==> src/rtl/rll_key_sequencer.sv <==
// Serial key loader for an RLL-locked netlist: shifts a key in LSB first and only
// exposes it on key_out once complete. Optional parity check: RLL_KEY_SEQUENCER_PARITY_EN.
module rll_key_sequencer #(
    parameter int unsigned KEY_WIDTH   = 16,
    parameter int unsigned TIMEOUT_CYC = 255
) (
    input  logic                 clk,
    input  logic                 rst_n,
    input  logic                 start,
    input  logic                 clear,
    input  logic                 key_sdata,
    input  logic                 key_svalid,
    output logic                 key_sready,
    output logic [KEY_WIDTH-1:0] key_out,
    output logic                 key_armed,
    output logic                 busy,
    output logic                 err
);

`ifdef RLL_KEY_SEQUENCER_PARITY_EN
    localparam int unsigned NBITS = KEY_WIDTH + 1;
`else
    localparam int unsigned NBITS = KEY_WIDTH;
`endif
    localparam int unsigned CNT_W   = $clog2(NBITS + 1);
    localparam int unsigned STALL_W = $clog2(TIMEOUT_CYC + 1);

    typedef enum logic [2:0] {
        StIdle,
        StLoad,
        StCheck,
        StArmed,
        StError
    } state_e;

    state_e               state_q, state_d;
    logic [CNT_W-1:0]     cnt_q, cnt_d;
    logic [STALL_W-1:0]   stall_q, stall_d;
    logic [NBITS-1:0]     shift_q, shift_d;
    logic [KEY_WIDTH-1:0] key_out_q, key_out_d;

    logic transfer;
    logic last_bit;

    assign key_sready = (state_q == StLoad);
    assign busy       = (state_q == StLoad) || (state_q == StCheck);
    assign err        = (state_q == StError);
    assign key_armed  = (state_q == StArmed);
    assign key_out    = key_out_q;

    // A bit offered alongside clear is dropped.
    assign transfer = key_svalid && key_sready && !clear;
    assign last_bit = (cnt_q == CNT_W'(NBITS - 1));

    always_comb begin
        state_d = state_q;
        cnt_d   = cnt_q;
        stall_d = stall_q;
        shift_d = shift_q;

        unique case (state_q)
            StIdle: begin
                if (!clear && start) begin
                    state_d = StLoad;
                end
            end
            StLoad: begin
                if (clear) begin
                    state_d = StIdle;
                end else if (transfer) begin
                    for (int unsigned i = 0; i < NBITS; i++) begin
                        if (cnt_q == CNT_W'(i)) begin
                            shift_d[i] = key_sdata;
                        end
                    end
                    cnt_d   = cnt_q + CNT_W'(1);
                    stall_d = '0;
                    if (last_bit) begin
`ifdef RLL_KEY_SEQUENCER_PARITY_EN
                        state_d = StCheck;
`else
                        state_d = StArmed;
`endif
                    end
                end else if (stall_q == STALL_W'(TIMEOUT_CYC)) begin
                    state_d = StError;
                end else begin
                    stall_d = stall_q + STALL_W'(1);
                end
            end
            StCheck: begin
                if (clear) begin
                    state_d = StIdle;
                end else begin
`ifdef RLL_KEY_SEQUENCER_PARITY_EN
                    state_d = (^shift_q) ? StError : StArmed;
`else
                    state_d = StIdle;
`endif
                end
            end
            StArmed: begin
                if (clear) begin
                    state_d = StIdle;
                end
            end
            StError: begin
                if (clear) begin
                    state_d = StIdle;
                end
            end
            default: state_d = StIdle;
        endcase

        // IDLE always holds an empty shift register and zeroed counters.
        if (state_d == StIdle) begin
            cnt_d   = '0;
            stall_d = '0;
            shift_d = '0;
        end

        key_out_d = '0;
        if (state_d == StArmed) begin
            key_out_d = (state_q == StArmed) ? key_out_q : shift_d[KEY_WIDTH-1:0];
        end
    end

    always_ff @(posedge clk or negedge rst_n) begin
        if (!rst_n) begin
            state_q   <= StIdle;
            cnt_q     <= '0;
            stall_q   <= '0;
            shift_q   <= '0;
            key_out_q <= '0;
        end else begin
            state_q   <= state_d;
            cnt_q     <= cnt_d;
            stall_q   <= stall_d;
            shift_q   <= shift_d;
            key_out_q <= key_out_d;
        end
    end

endmodule

==> config.mk <==
export PLATFORM = sky130hd
export DESIGN_NAME = rll_key_sequencer
export DESIGN_NICKNAME = d
export VERILOG_FILES = /design/src/rtl/rll_key_sequencer.sv
export SDC_FILE = /design/constraint.sdc
export NUM_CORES = 1
export LEC_CHECK = 0
export ABC_CLOCK_PERIOD_IN_PS = 1900
export BUFFER_PORTS_ARGS = -buffer_cell sky130_fd_sc_hd__buf_2
export CAP_MARGIN = 25
export CORE_MARGIN = 3
export CORE_UTILIZATION = 25
export CTS_BUF_LIST = sky130_fd_sc_hd__clkbuf_4
export DETAILED_ROUTE_END_ITERATION = 16
export GPL_TIMING_DRIVEN = 0
export SLEW_MARGIN = 20
export SYNTH_ARGS = -nofsm -noshare
export SYNTH_HDL_FRONTEND = slang
export SYNTH_SLANG_ARGS = --single-unit
==> constraint.sdc <==
create_clock -name clk -period 1.9 [get_ports clk]
set_input_delay 0.285 -clock clk [delete_from_list [all_inputs] [get_ports clk]]
set_output_delay 0.285 -clock clk [all_outputs]
set_load 0.02 [all_outputs]
==> flow_metrics.tcl, run 1 <==
set metrics [dict create \
    p_leak_nw 1.352 \
    timing_hold_violations_final 0 \
    tightest_slew_ps 451.3 \
    cap_violations 0 \
    fin_area_um2 2829 \
    synthTopCellsByArea "dfrtp_1 50%, mux2i_1 6.8%, nand3_1 4.9%, nor2_1 3.7%, ha_1 3.2%" \
    fp.coreArea_um2 8934 \
    dp_hpwl_um 3514 \
    dieArea_um2 10580 \
    track_usage_pct 10.10 \
    yosys_warnings 0 \
    critical_path_class "reg -> out" \
    fin_nets 273 \
    ys.flop_type "dfrtp_1" \
    synth-seq-area-share_pct 50.16 \
    vdd_ir_drop_max_mv 0.2760 \
    slew_violations 0 \
    final_cells 370 \
    ys_ff_latch 47 \
    synth_top_area_share_pct 50.16 \
    gp_congestion 0.7870 \
    clock_latency_ps 370 \
    root_buffer "clkbuf_4" \
    yosysUniqueCellTypes 49 \
    yosysTopAreaCell "dfrtp_1" \
    dr.first_iter.drc_count 106 \
    relSlewSlack_pct 69.75 \
    place_area_um2 2625 \
    async_reset_ff_share_pct 100.0 \
    antenna_found_initial 0 \
    ys_top_cells_by_count "47 x dfrtp_1, 23 x nand3_1, 23 x nor2_1, 20 x nand2_1, 16 x mux2i_1" \
    dieHeight_um 102.8 \
    place_inst 358 \
    grt_pass1_vias 1795 \
    cp.arrival_ps 1540 \
    cts_tree "done" \
    cts_htree_levels 2 \
    synth_edf_count 0 \
    rows 34 \
    layout_setup_ws_ps 77.59 \
    skew_ps 14.75 \
    rsz0062_at_grt "false" \
    portBuffers 25 \
    chipWidth_um 102.8 \
    grt_max_degree 32 \
    status "completed" \
    syn_nets 236 \
    syn_area_um2 2345 \
    drtAntennaViolNets 0 \
    via_per_inst 4.719 \
    min_path_type "in -> reg" \
    syn_avg_cell_area_um2 10.47 \
    wire_per_inst_um 13.09 \
    cts.reportedPaths.clkPinSlew_ps 140 \
    period_needed_ps 1822 \
    drive_gt1_share_pct 26.34 \
    synthCells 224 \
    power_mw 1.903 \
    finalWirelength_um 4843 \
    clockBufferDepth 2 \
    final_util_pct 31.67 \
    fin_crit_sh_pct 95.92 \
    required_ps 1620 \
    cts_buffers 5 \
    tns_ps 0 \
    pin_count 26 \
    worstPathMaxFanout 10 \
    start_util_pct 26.25 \
    dr.pass1.iters 4 \
    endpoint_kind "output pin" \
    setup_viol 0 \
    clkSinkCount 47 \
    synth_most_common_cell "dfrtp_1" \
    area_growth_pct 20.65 \
    route.vias.total 1746 \
    worst_hold_slack_ps 163.2 \
    fmax_ghz 0.5487 \
    pwr_density_cell_nw_per_um2 672.6 \
    cp-start-kind "flop" \
    grt_pass1_wl_um 8438 \
    grt_overflow 0 \
    drc 0 \
    antennaDiodeCount 0 \
    place_ws_ps -197.6 \
]
-- final timing paths --
check,start,slack [ps],to,cells after the start
max,state_q[1],80,key_sready,4
max in group asynchronous,rst_n,990,shift_q[3],3
min in group asynchronous,rst_n,380,key_out[9],2
min,start,160,state_q[0],3
min reg2reg,key_out[5],500,key_out[5],2
max reg2reg,cnt_q[0],130,key_out[1],7
-- cell families (layout without fill, tap and decap cells) --
logic type,Yosys count,count (layout),synth area share [%]
multiplexers,17,17,7.310
buffers and inverters,16,54,3.681
AO/OA/AOI/OAI,35,35,10.03
AND/OR/NAND/NOR,97,97,23.37
XOR/XNOR,6,6,2.241
flip-flops,47,47,50.16
adder cells (fa/ha/maj),6,6,3.202
-- timing repair --
item | in CTS | in global routing
pin swaps | 0 | 1
endpoints found under the hold margin | 16 | 0
hold buffers | 1 | 0
setup endpoints to repair | 11 | 23
gates resized for setup | 5 | 13
setup buffers | 0 | 3
-- registers in the layout, summed over array words and instances (netlist names) --
| register | cells |
|---|---|
| stall_q | 8 |
| cnt_q | 5 |
| key_out | 16 |
| state_q | 3 |
| shift_q | 15 |
-- worst max-delay path, stage by stage (launching register included) --
cell     delay [ps]
dfrtp_1         410
buf_6           140
or3b_4          410
inv_4            90
buf_6           120
-- power breakdown --
group / total (mW) / switching, mW / internal, mW / leakage (nW)
Clock: 0.746 / 0.337 / 0.409 / 0.0514
Combinational: 0.147 / 0.0929 / 0.0542 / 0.647
Sequential: 1.01 / 0.00444 / 1.00 / 0.654
Total: 1.90 / 0.435 / 1.47 / 1.35
-- layout make-up --
class                      count  area [um2]
clock buffer                   5       37.54
clock inverter                 3       67.56
inverter                       6       25.02
timing repair buffer          30       183.9
tap                          108       135.1
multi-input combinational    161        1130
buffer                        10       72.57
sequential                    47        1177
fill                         922        6105
-- placed cells by master, fill, tap and decap left out, types with 11 or more instances in the layout --
master / n
buf_2: 27
dfrtp_1: 46
mux2i_1: 16
nand2_1: 20
nand3_1: 23
nor2_1: 23
o21ai_1: 11
-- metal layers --
metal  up-vias  share of wire (%)  GRT usage, %
li1        870                  -             -
met1       842                 45         12.84
met2        27                 49         16.34
met3         7                4.3         3.451
met4         0                1.4         2.988
met5         -                  0             0
No activity file was read; power rests on OpenSTA's default activity.
==> inputs of run 2 (changes only) <==
--- a/config.mk
+++ b/config.mk
@@ -6,13 +6,14 @@
 export NUM_CORES = 1
 export LEC_CHECK = 0
 export ABC_CLOCK_PERIOD_IN_PS = 1900
-export BUFFER_PORTS_ARGS = -buffer_cell sky130_fd_sc_hd__buf_2
+export BUFFER_PORTS_ARGS = -buffer_cell sky130_fd_sc_hd__clkbuf_2
 export CAP_MARGIN = 25
 export CORE_MARGIN = 3
 export CORE_UTILIZATION = 25
 export CTS_BUF_LIST = sky130_fd_sc_hd__clkbuf_4
 export DETAILED_ROUTE_END_ITERATION = 16
 export GPL_TIMING_DRIVEN = 0
+export SETUP_SLACK_MARGIN = 0.2
 export SLEW_MARGIN = 20
 export SYNTH_ARGS = -nofsm -noshare
 export SYNTH_HDL_FRONTEND = slang
==> flow_metrics.tcl, run 2 (synthesized netlist as in run 1, its figures left out) <==
set metrics [dict create \
    power.switching_mw 0.4709 \
    slew_violations 0 \
    fin_area_um2 3371 \
    grt_pass1_vias 1753 \
    fmax_ghz 0.5516 \
    clkSinkCount 47 \
    max_stage_delay_ps 420 \
    layout_common_cells "45 x dfrtp_1, 22 x nor2_1, 21 x buf_4, 21 x clkbuf_2, 20 x nand2_1" \
    grt_overflow 0 \
    wire_per_inst_um 14.15 \
    place_ws_ps -10.30 \
    cts_buffers 5 \
    gp_congestion 0.7867 \
    area_growth_pct 43.76 \
    required_ps 1620 \
    grt_pass1_wl_um 8480 \
    antenna_found_initial 0 \
    drive_gt1_share_pct 44.01 \
    layout_setup_ws_ps 86.98 \
    cts_tree "done" \
    place_inst 357 \
    cp_num_buf_inv 3 \
    grt_max_degree 48 \
    dieArea_um2 10580 \
    worst_hold_slack_ps 136.8 \
    clockBufferDepth 2 \
    clock_latency_ps 380 \
    via_per_inst 4.798 \
    fin_nets 295 \
    antennaDiodeCount 0 \
    start_util_pct 26.25 \
    root_buffer "clkbuf_4" \
    period_needed_ps 1813 \
    cpMaxStageDelayCell "or3b_4" \
    route.vias.total 1881 \
    pwr-share-seq_pct 59.0 \
    chipWidth_um 102.8 \
    final_cells 392 \
    drc 0 \
    tightest_slew_ps 721.3 \
    rsz0062_at_grt "true" \
    cap_violations 0 \
    p_leak_nw 1.392 \
    tns_ps 0 \
    cp.arrival_ps 1530 \
    skew_ps 20.18 \
    fin_crit_sh_pct 95.42 \
    path_delay_family "simple AND/OR/NAND/NOR gates" \
    vdd_ir_drop_max_mv 0.2073 \
    pwr-share-comb_pct 11.9 \
    finalWirelength_um 5548 \
    place_area_um2 2609 \
    rows 34 \
    cts.reportedPaths.clkPinSlew_ps 150 \
    track_usage_pct 10.24 \
    fp.coreArea_um2 8934 \
    critical_path_class "reg -> out" \
    drtAntennaViolNets 0 \
    timing_hold_violations_final 0 \
    path_cells "buf_6 > or3b_4 > inv_4 > buf_8" \
    switching_share_pct 27.55 \
    largest_reg_flops 16 \
    portBuffers 25 \
    internal_power_mw 1.238 \
    clkPwrFrac_pct 29.1 \
    dp_hpwl_um 3484 \
    pin_count 26 \
    dieHeight_um 102.8 \
    min_path_type "in -> reg" \
    dr.pass1.iters 4 \
    final_common_cell "dfrtp_1" \
    cts_htree_levels 2 \
    worstPathMaxFanout 5 \
    relSlewSlack_pct 51.91 \
    cp-start-kind "flop" \
    pwr_density_cell_nw_per_um2 507.1 \
    status "completed" \
    endpoint_kind "output pin" \
    fillers 839 \
    setup_viol 0 \
    dr.first_iter.drc_count 78 \
]
[run 2: per-layer routing]
| layer | global-route usage [%] | wire, um |
|---|---|---|
| met1 | 12.92 | 2377 |
| met2 | 16.58 | 2922 |
| met3 | 3.112 | 170 |
| met4 | 3.785 | 78 |
| met5 | 0 | 0 |
[run 2: per-stage QoR]
| step | power [mW] | utilization [%] |
|---|---|---|
| detailed placement | 1.163 | 29.20 |
| global route | 1.790 | 37.73 |
| CTS | 1.681 | 32.75 |
| floorplan | 1.110 | - |
| global placement | 1.161 | 29.17 |
| finish | 1.709 | 37.73 |
[run 2: power groups by stage]
stage / clock, mW / combinational [mW] / sequential [mW]
after floorplan: 0 / 0.0828 / 1.03
after global placement: 0 / 0.133 / 1.03
after detailed placement: 0 / 0.135 / 1.03
after CTS: 0.514 / 0.159 / 1.01
after global routing: 0.560 / 0.220 / 1.01
final: 0.497 / 0.203 / 1.01
[run 2: final timing paths]
| path | start | to | slack, ps | cells after the start |
|---|---|---|---|---|
| worst max-delay path | state_q[1] | key_sready | 90 | 4 |
| worst min-delay path | start | state_q[0] | 140 | 3 |
| worst max register to register | state_q[0] | state_q[2] | 90 | 7 |
| worst min register to register | key_out[5] | key_out[5] | 500 | 2 |
| max in group asynchronous | rst_n | cnt_q[2] | 920 | 2 |
| min in group asynchronous | rst_n | key_out[8] | 480 | 2 |
[run 2: timing repair]
| action | 4_1_cts | 5_1_grt |
|---|---|---|
| hold buffers | 1 | 0 |
| endpoints found under the hold margin | 47 | 0 |
| gates resized for setup | 34 | 67 |
| setup buffers | 9 | 16 |
| gates cloned | 1 | 0 |
| pin swaps | 12 | 31 |
| endpoints found under the setup margin | 44 | 48 |
[run 2: area by class of cell]
cell class / count / area [um2] / area share [%]
buffer: 10 / 98.84 / 2.932
tap: 108 / 135.1 / 4.009
timing repair buffer: 52 / 405.4 / 12.03
inverter: 6 / 25.02 / 0.7424
clock buffer: 5 / 37.54 / 1.114
clock inverter: 3 / 23.77 / 0.7053
multi-input combinational: 161 / 1466 / 43.50
sequential: 47 / 1179 / 34.97
[run 2: worst reg2reg max path, stage by stage (launching register included)]
cell and delay (ps):
dfrtp_1 400, buf_6 130, or3b_4 260, buf_4 120, buf_6 100, nor2_4 40
or4_4 430, a211oi_4 260
